<file path="src/rtl/dma_read_engine.sv">
// dma_read_engine: copies a descriptor's worth of 32-byte beats from an AXI read port into SRAM.
// One AR burst is outstanding at a time. Bursts are capped by MAX_BURST and never cross a 4 KB
// boundary. The SRAM pointer advances by one word per beat.
// Optional feature: define DMA_RRESP_CHECK_EN to flag non-OKAY rresp or misplaced rlast on `error`.
// When the macro is undefined, rresp and rlast are ignored and `error` is tied low.
module dma_read_engine #(
  parameter int unsigned EXT_ADDR_W  = 40,
  parameter int unsigned EXT_DATA_W  = 256,
  parameter int unsigned SRAM_ADDR_W = 20,
  parameter int unsigned MAX_BURST   = 16
) (
  input  logic                   clk,
  input  logic                   rst_n,

  // Descriptor handshake
  input  logic                   cmd_valid,
  output logic                   cmd_ready,
  input  logic [EXT_ADDR_W-1:0]  cmd_ext_addr,
  input  logic [SRAM_ADDR_W-1:0] cmd_sram_addr,
  input  logic [15:0]            cmd_len,

  // Status
  output logic                   busy,
  output logic                   done,
  output logic                   error,

  // AXI read address channel
  output logic [EXT_ADDR_W-1:0]  axi_araddr,
  output logic [7:0]             axi_arlen,
  output logic                   axi_arvalid,
  input  logic                   axi_arready,

  // AXI read data channel
  input  logic [EXT_DATA_W-1:0]  axi_rdata,
  input  logic [1:0]             axi_rresp,
  input  logic                   axi_rlast,
  input  logic                   axi_rvalid,
  output logic                   axi_rready,

  // SRAM write port
  output logic                   sram_wr_en,
  output logic [SRAM_ADDR_W-1:0] sram_wr_addr,
  output logic [EXT_DATA_W-1:0]  sram_wr_data,
  input  logic                   sram_wr_ready
);

  typedef enum logic [1:0] {StIdle, StAddr, StData, StDone} state_e;

  state_e                 state_q, state_d;
  logic [EXT_ADDR_W-1:0]  ext_addr_q, ext_addr_d;
  logic [SRAM_ADDR_W-1:0] sram_ptr_q, sram_ptr_d;
  logic [15:0]            remaining_q, remaining_d;
  logic [7:0]             beats_q, beats_d;
  logic [7:0]             beat_cnt_q, beat_cnt_d;
  logic                   arvalid_q, arvalid_d;

  logic [16:0]            rem_w, max_w, bnd_w, beats_w;
  logic [7:0]             burst_beats;
  logic                   r_hs;
  logic                   last_beat;
  logic [15:0]            rem_after;

  // Low 5 address bits are dropped on latch; they never reach any register.
  logic unused_addr_lsb;
  assign unused_addr_lsb = ^cmd_ext_addr[4:0];

  // Burst size: min(remaining, MAX_BURST, beats left before the next 4 KB boundary).
  assign rem_w = {1'b0, remaining_q};
  assign max_w = 17'(MAX_BURST);
  assign bnd_w = 17'd128 - {10'd0, ext_addr_q[11:5]};

  // Select the smallest of the three burst limits
  always_comb begin
    beats_w = rem_w;
    if (max_w < beats_w) beats_w = max_w;
    if (bnd_w < beats_w) beats_w = bnd_w;
  end

  assign burst_beats = beats_w[7:0];

  assign r_hs      = axi_rvalid & axi_rready;
  assign last_beat = (beat_cnt_q == beats_q - 8'd1);
  assign rem_after = remaining_q - {8'd0, beats_q};

  // Combinational outputs decoded from the registered state
  always_comb begin
    cmd_ready    = (state_q == StIdle);
    busy         = (state_q != StIdle);
    done         = (state_q == StDone);
    axi_araddr   = ext_addr_q;
    axi_arlen    = (state_q == StAddr) ? (burst_beats - 8'd1) : 8'd0;
    axi_arvalid  = arvalid_q;
    axi_rready   = (state_q == StData) & sram_wr_ready;
    sram_wr_en   = r_hs;
    sram_wr_addr = sram_ptr_q;
    sram_wr_data = axi_rdata;
  end

`ifdef DMA_RRESP_CHECK_EN
  logic error_q, error_d;
  assign error = error_q;
`else
  logic unused_resp;
  assign unused_resp = ^{axi_rresp, axi_rlast};
  assign error       = 1'b0;
`endif

  // Next-state logic for the transfer FSM and its datapath registers
  always_comb begin
    state_d     = state_q;
    ext_addr_d  = ext_addr_q;
    sram_ptr_d  = sram_ptr_q;
    remaining_d = remaining_q;
    beats_d     = beats_q;
    beat_cnt_d  = beat_cnt_q;
    arvalid_d   = arvalid_q;
`ifdef DMA_RRESP_CHECK_EN
    error_d     = error_q;
`endif

    unique case (state_q)
      StIdle: begin
        if (cmd_valid) begin
          ext_addr_d  = {cmd_ext_addr[EXT_ADDR_W-1:5], 5'd0};
          sram_ptr_d  = cmd_sram_addr;
          remaining_d = cmd_len;
`ifdef DMA_RRESP_CHECK_EN
          error_d     = 1'b0;
`endif
          if (cmd_len == 16'd0) begin
            state_d = StDone;
          end else begin
            state_d   = StAddr;
            arvalid_d = 1'b1;
          end
        end
      end

      StAddr: begin
        // araddr/arlen derive from registers that only change on a final beat, so they hold
        if (axi_arready) begin
          arvalid_d  = 1'b0;
          beats_d    = burst_beats;
          beat_cnt_d = 8'd0;
          state_d    = StData;
        end
      end

      StData: begin
        if (r_hs) begin
          sram_ptr_d = sram_ptr_q + 1'b1;
          beat_cnt_d = beat_cnt_q + 8'd1;
`ifdef DMA_RRESP_CHECK_EN
          if ((axi_rresp != 2'b00) || (axi_rlast != last_beat)) error_d = 1'b1;
`endif
          if (last_beat) begin
            ext_addr_d  = ext_addr_q + EXT_ADDR_W'({beats_q, 5'd0});
            remaining_d = rem_after;
            if (rem_after == 16'd0) begin
              state_d = StDone;
            end else begin
              state_d   = StAddr;
              arvalid_d = 1'b1;
            end
          end
        end
      end

      StDone: begin
        state_d = StIdle;
      end

      default: begin
        state_d = StIdle;
      end
    endcase
  end

  // State and datapath registers; reset abandons any descriptor in flight
  always_ff @(posedge clk or negedge rst_n) begin
    if (!rst_n) begin
      state_q     <= StIdle;
      ext_addr_q  <= '0;
      sram_ptr_q  <= '0;
      remaining_q <= '0;
      beats_q     <= '0;
      beat_cnt_q  <= '0;
      arvalid_q   <= 1'b0;
    end else begin
      state_q     <= state_d;
      ext_addr_q  <= ext_addr_d;
      sram_ptr_q  <= sram_ptr_d;
      remaining_q <= remaining_d;
      beats_q     <= beats_d;
      beat_cnt_q  <= beat_cnt_d;
      arvalid_q   <= arvalid_d;
    end
  end

`ifdef DMA_RRESP_CHECK_EN
  // Sticky error flag, cleared when the next descriptor is accepted
  always_ff @(posedge clk or negedge rst_n) begin
    if (!rst_n) begin
      error_q <= 1'b0;
    end else begin
      error_q <= error_d;
    end
  end
`endif

endmodule

</file>
<file path="config.mk">
export PLATFORM = sky130hd
export DESIGN_NAME = dma_read_engine
export DESIGN_NICKNAME = d
export VERILOG_FILES = /design/src/rtl/dma_read_engine.sv
export SDC_FILE = /design/constraint.sdc
export NUM_CORES = 1
export LEC_CHECK = 0
export ABC_AREA = 0
export CORE_AREA = 5 5 260 262
export DETAILED_ROUTE_END_ITERATION = 10
export DIE_AREA = 0 0 265 267
export PLACE_DENSITY = 0.44
export REMOVE_ABC_BUFFERS = 1
export SYNTH_ARGS = -nofsm -noshare
export SYNTH_HDL_FRONTEND = slang
export SYNTH_SLANG_ARGS = --single-unit
</file>
<file path="constraint.sdc">
create_clock -name clk -period 3.75 [get_ports clk]
set_clock_uncertainty 0.05 [all_clocks]
set_input_delay 0.75 -clock clk [delete_from_list [all_inputs] [get_ports clk]]
set_output_delay 0.75 -clock clk [all_outputs]
set_load 0.05 [all_outputs]
</file>
==> impl_metrics.ini, run 1 <==
[worst_hold_path]
hold_class = in2async

[routing]
ant_nets = 0
wl_mm = 117
drt_iter0_drc = 591
avgViaCountPerCell = 4.50
wl_per_cell_um = 61.3
drc_errors = 0
vias = 8573
dr.pass1.iters = 5

[synthesis]
synth_area_sq_um = 8720
ys_seq_area_frac = 0.258
synthArstFlopShare = 1.00
synthCells = 1102
ys_warn_count = 0
netlist.area_leader.share = 0.258
synth_area_leader_cell = dfrtp_1
synth.area.top_cells = dfrtp_1 (26%), buf_4 (23%), a21oi_1 (4.9%)
synth_ff_type = dfrtp_1
avgSynthCellArea_sq_um = 7.92
synth.distinct_cells = 81
synth_seq_cells = 90
synth-edff-count = 0

[critical_path]
cpMostUsedCell = buf_4
startpoint = remaining_q[14]$_DFFE_PN0P_
critPathLaunchType = flip-flop
path_max_fanout = 5
r2r_start = remaining_q[14]$_DFFE_PN0P_
slowest_stage = or3_4
arrival_ps = 3990
end_kind = output pin
cp_slowest_stage_delay_ps = 390
crit_chain = or3_4 > and4bb_4 > buf_6 > nand2_4 > ha_4 > nand4_1 > a31oi_4 > o22ai_4 > buf_4 > a21oi_4 > ha_4 > nand3b_1 > buf_4 > xor2_1 > a211oi_1 > buf_4 > buf_12
regToRegSetupSlack_ps = 260
crit_required_ps = 2950
path_class = reg2out

[die]
design.portCount = 672
core_area_sq_um = 65200
rows = 94
start_util = 0.134
die_w_um = 265
dieArea_sq_um = 70800
die_h_um = 267

[status]
violations = negative setup slack
outcome = finished with violations

[final_layout]
n_fill_cell = 7445
fin_util = 0.161
final_common_cell = clkdlybuf4s50_1
syn_to_final_growth_pct = 19.9
final_cell_mix = clkdlybuf4s50_1 (135), dfrtp_1 (90), nand2_1 (84), a21oi_1 (79), buf_4 (78)
drive_gt1_frac = 0.163
final_net_count = 1408

[placement]
dpl_worst_slack_ps = -1110
hpwl_mm = 109
place.gp.congestion = 1.41
port_buffers = 145

[grt]
grt_overflow = 0
antenna_found_initial = 3
track_usage = 0.318
grt_pass1_wl_mm = 137
grt_max_degree = 70
grt_pass1_vias = 8034

[clock_tree]
cts_buffer_depth = 2
cts_tree = built
cts_buffers = 9
cts_hold_buf = 0
cts.sinks = 90
clk_root_buffer_cell = clkbuf_16
clk_pin_slew_ps = 80
htreeDepth = 3
clkLatencyLatePin_ps = 390

[job]
max_cap_viol_count = 0

[sta]
fin_crit_sh = 1.28
worstMarginPinSlew_ps = 688
slew-limit-headroom = 0.540
slew_violations = 0
rsz0062_at_grt = yes
hold_viol_final = 0
timing.fmax_mhz = 209
min_period_ps = 4790
totalNegativeSetupSlack_ps = -5500
finalWorstSetupSlack_ps = -1040
setup_viol = 8

[pwr]
p_per_area_nw_per_um2 = 994
p_leak_nw = 3.93
peakVddDrop_mv = 0.365
per-stage QoR:
step | hold WS, ps | instances | cell area (sq um) | power, mW
4_1_cts | 219 | 1902 | 10300 | 10.3
3_3_place_gp | 447 | 1879 | 9780 | 8.99
3_5_place_dp | 438 | 1879 | 9780 | 8.91
5_1_grt | 247 | 1906 | 10500 | 11.1
6_report | 219 | 1907 | 10500 | 10.4
2_1_floorplan | 404 | 796 | 6540 | 6.01
final timing paths:
check | to | cells after the start
max | axi_arlen[4] | 17
min | sram_wr_addr[14]$_DFFE_PN0P_ | 1
max reg2reg | beats_q[2]$_DFFE_PN0P_ | 16
min reg2reg | axi_araddr[12]$_DFFE_PN0P_ | 2
max in group asynchronous | axi_araddr[31]$_DFFE_PN0P_ | 2
min in group clk | axi_araddr[12]$_DFFE_PN0P_ | 2
power by group:
part	internal, mW	switching, mW
clock	0.552	0.516
combinational	2.77	4.54
sequential	1.40	0.617
layer usage:
metal  part of all wire  up-vias  track usage
met5              0.010        -        0.121
met4              0.077       28        0.191
met3               0.27      140        0.407
met2               0.46     1024        0.514
met1               0.19     3895        0.172
li1                   -     3486            -
final cells by class:
cell class              instances  area [sq um]  share of cell area
well taps                     864          1080               0.103
inverters                      30           113              0.0108
multi-input cells             676          4460               0.426
flip-flops and latches         90          2250               0.215
clock buffers                  10           239              0.0228
repair buffers                230          2240               0.214
diodes                          1          2.50            0.000239
clock inverters                 6          76.3             0.00730
cell families (layout without fill, tap and decap cells):
logic type / count (synthesis) / after routing / synth area share
buf+inv: 343 / 276 / 0.266
fa+ha+maj: 30 / 30 / 0.0448
xor+xnor: 36 / 36 / 0.0361
other cells: 2 / 10 / 0.000861
mux: 2 / 2 / 0.00229
compound gates: 286 / 286 / 0.210
simple gates: 313 / 313 / 0.182
flops: 90 / 90 / 0.258
critical path, delay by kind of cell, from the launching register on:
family	cells	cell delay, ps
fa+ha+maj	2	420
simple gates	5	1140
flops	1	380
xor+xnor	1	130
buf+inv	5	760
compound gates	4	740
repair_timing:
item	4_1_cts	5_1_grt
gates cloned	0	0
setup buffers	7	6
pin swaps	8	7
endpoints found under the setup margin	9	8
gates resized for setup	39	19
state kept, by name, indices dropped and copies added (netlist names):
signal	count
state_q	2
beats_q	8
beat_cnt_q	8
axi_araddr	35
remaining_q	16
sram_wr_addr	20
axi_arvalid	1
synth_stat cells, types with 11 or more instances:
master	count
dfrtp_1	90
a21oi_1	86
nand2_1	87
xor2_1	16
ha_1	28
nand4_1	18
o22ai_1	22
clkbuf_1	19
o21ai_0	62
nor4_1	11
inv_1	30
a31oi_1	15
nor2_1	73
o22a_1	12
nand3_1	41
buf_4	266
nor3_1	20
buf_2	16
xnor2_1	20
Power figures use the tool's default switching activity.
==> run 2: changes to the inputs <==
--- a/config.mk
+++ b/config.mk
@@ -9,7 +9,8 @@
 export CORE_AREA = 5 5 260 262
 export DETAILED_ROUTE_END_ITERATION = 10
 export DIE_AREA = 0 0 265 267
-export PLACE_DENSITY = 0.44
+export GPL_TIMING_DRIVEN = 0
+export PLACE_DENSITY = 0.42
 export REMOVE_ABC_BUFFERS = 1
 export SYNTH_ARGS = -nofsm -noshare
 export SYNTH_HDL_FRONTEND = slang
==> constraint.sdc (replaced) <==
create_clock -name clk -period 5.5 [get_ports clk]
set_clock_uncertainty 0.05 [all_clocks]
set_input_delay 1.1 -clock clk [delete_from_list [all_inputs] [get_ports clk]]
set_output_delay 1.1 -clock clk [all_outputs]
set_load 0.05 [all_outputs]
==> run 2 against run 1 <==
- global-route usage fell by 0.77 points
- critical path depth fell by 5
- sequential cell count did not move
- count of clock-buffer cells in the layout fell by 1
- highest routed layer unchanged
- worst setup slack improved by 1200 ps
- combinational power fell by 41%
- first-iteration DRC count rose by 15%
- hold slack improved by 250 ps
- the run now ends clean
- sequential power fell by 26%
- critical endpoint is now axi_arlen[5]
- final area fell by 7.2%
- die area did not move
==> impl_metrics.ini, run 2 (synthesis results as in run 1) <==
[pwr]
p_leak_nw = 3.51
peakVddDrop_mv = 0.270
p_per_area_nw_per_um2 = 671
total_power_mw = 6.51
clkPwrFrac = 0.107
p_sw_frac = 0.571
switchingPower_mw = 3.72
power_frac_seq = 0.229
comb_power_share = 0.664
power.internal_mw = 2.79

[grt]
grt_pass1_wl_mm = 132
grt_overflow = 0
antenna_found_initial = 7
grt_max_degree = 53
track_usage = 0.310
grt_pass1_vias = 7597

[placement]
dpl_worst_slack_ps = -1110
dp_cells = 1812
hpwl_mm = 105
place_area_sq_um = 9260
port_buffers = 145
place.gp.congestion = 1.44

[critical_path]
path_buf_inv = 2
path_class = reg2out
end_kind = output pin
crit_chain = or3_4 > and4bb_4 > nand2_1 > ha_1 > a21o_1 > a21oi_1 > o21ai_2 > o22ai_4 > buf_4 > o21ai_0 > a21oi_1 > clkdlybuf4s50_1
cp_slowest_stage_delay_ps = 830
arrival_ps = 4170
critPathLaunchType = flip-flop
path_max_fanout = 8
crit_required_ps = 4350
cpMostUsedCell = a21oi_1
slowest_stage = clkdlybuf4s50_1
cp_top_family = buffers and inverters

[routing]
wl_mm = 114
wl_per_cell_um = 62.2
drc_errors = 0
drt_iter0_drc = 681
ant_nets = 0
dr.pass1.iters = 5
vias = 8380
avgViaCountPerCell = 4.56

[clock_tree]
clk_pin_slew_ps = 90
cts_buffers = 9
clk_root_buffer_cell = clkbuf_16
clkLatencyLatePin_ps = 390
cts_hold_buf = 0
cts_tree = built
cts.sinks = 90
htreeDepth = 3
cts_buffer_depth = 2

[final_layout]
final_common_cell = clkdlybuf4s50_1
final_cell_area_sq_um = 9710
largest_reg_flops = 35
layout.cells.non_filler = 1839
fin_util = 0.149
n_fill_cell = 7463
drive_gt1_frac = 0.0784
final_cell_mix = clkdlybuf4s50_1 (140), dfrtp_1 (88), nand2_1 (87), a21oi_1 (84), nor2_1 (73)
syn_to_final_growth_pct = 11.3
final_net_count = 1336

[sta]
fin_crit_sh = 0.968
setup_viol = 0
hold_ws_ps = 471
timing.fmax_mhz = 188
rsz0062_at_grt = no
slew-limit-headroom = 0.164
totalNegativeSetupSlack_ps = 0
worstMarginPinSlew_ps = 1250
slew_violations = 0
finalWorstSetupSlack_ps = 175
min_period_ps = 5320
hold_viol_final = 0

[die]
die_w_um = 265
core_area_sq_um = 65200
start_util = 0.134
die_h_um = 267
rows = 94
design.portCount = 672
dieArea_sq_um = 70800

[worst_hold_path]
hold_class = reg2reg

[job]
max_cap_viol_count = 0

[status]
outcome = completed
==> run 2: changes by cell type in the layout (fill, tap and decap cells not counted), moves of 4 or more <==
cell	delta
diode_2	+4
ha_4	-4
buf_4	-71
a21oi_4	-4
clkdlybuf4s50_1	+5
a21oi_1	+5
buf_12	-7
ha_1	+4
==> run 2: final timing paths <==
| path | from | to | slack (ps) | depth (start not counted) |
|---|---|---|---|---|
| min in group asynchronous | rst_n | axi_araddr[6]$_DFFE_PN0P_ | 580 | 1 |
| max in group asynchronous | rst_n | axi_araddr[27]$_DFFE_PN0P_ | 4110 | 2 |
| hold reg to reg | remaining_q[14]$_DFFE_PN0P_ | remaining_q[14]$_DFFE_PN0P_ | 470 | 1 |
| setup reg to reg | beats_q[1]$_DFFE_PN0P_ | axi_araddr[27]$_DFFE_PN0P_ | 1820 | 9 |
| hold / removal | remaining_q[14]$_DFFE_PN0P_ | remaining_q[14]$_DFFE_PN0P_ | 470 | 1 |
| setup / recovery | remaining_q[13]$_DFFE_PN0P_ | axi_arlen[5] | 180 | 12 |
==> run 2: power groups by stage <==
stage | Sequential, mW | Combinational [mW] | Clock, mW
after floorplan | 1.95 | 2.14 | 0
after global placement | 1.46 | 4.22 | 0
after detailed placement | 1.47 | 4.22 | 0
after CTS | 1.47 | 4.28 | 0.727
after global routing | 1.53 | 4.65 | 0.745
final | 1.49 | 4.33 | 0.694
==> run 2: cell type report <==
cell class,instances,area [sq um],share of cell area
tap,864,1080,0.111
sequential,90,2250,0.232
antenna,5,12.5,0.00129
multi-input combinational,677,4330,0.446
clock inverter,7,65.1,0.00670
timing repair buffer,157,1630,0.168
clock buffer,9,225,0.0232
inverter,30,113,0.0116
==> run 2: worst register-to-register path: cells and delay by family (launching register included) <==
family	cells	cell delay (ps)
buffers and inverters	1	360
AO/OA/AOI/OAI	5	1960
adder cells (fa/ha/maj)	1	300
AND/OR/NAND/NOR	2	340
flip-flops	1	550
==> run 2: layer usage <==
layer / GRT usage / wire length (um) / vias up
li1: - / - / 3358
met1: 0.154 / 20300 / 3886
met2: 0.469 / 49200 / 950
met3: 0.422 / 31900 / 160
met4: 0.248 / 11800 / 26
met5: 0.135 / 1240 / -
==> run 2: timing repair <==
action / CTS / global route
setup buffers: 3 / 2
gates cloned: 1 / 0
gates resized for setup: 26 / 11
endpoints found under the hold margin: 0 / 0
pin swaps: 2 / 2
endpoints found under the setup margin: 8 / 7
==> run 3: changes to the inputs <==
--- a/config.mk
+++ b/config.mk
@@ -7,6 +7,7 @@
 export LEC_CHECK = 0
 export ABC_AREA = 0
 export CORE_AREA = 5 5 260 262
+export CTS_CLUSTER_DIAMETER = 40
 export DETAILED_ROUTE_END_ITERATION = 10
 export DIE_AREA = 0 0 265 267
 export GPL_TIMING_DRIVEN = 0
==> results of run 3 <==
Same layout as run 2: the final DEF is identical, and so are final timing and power.
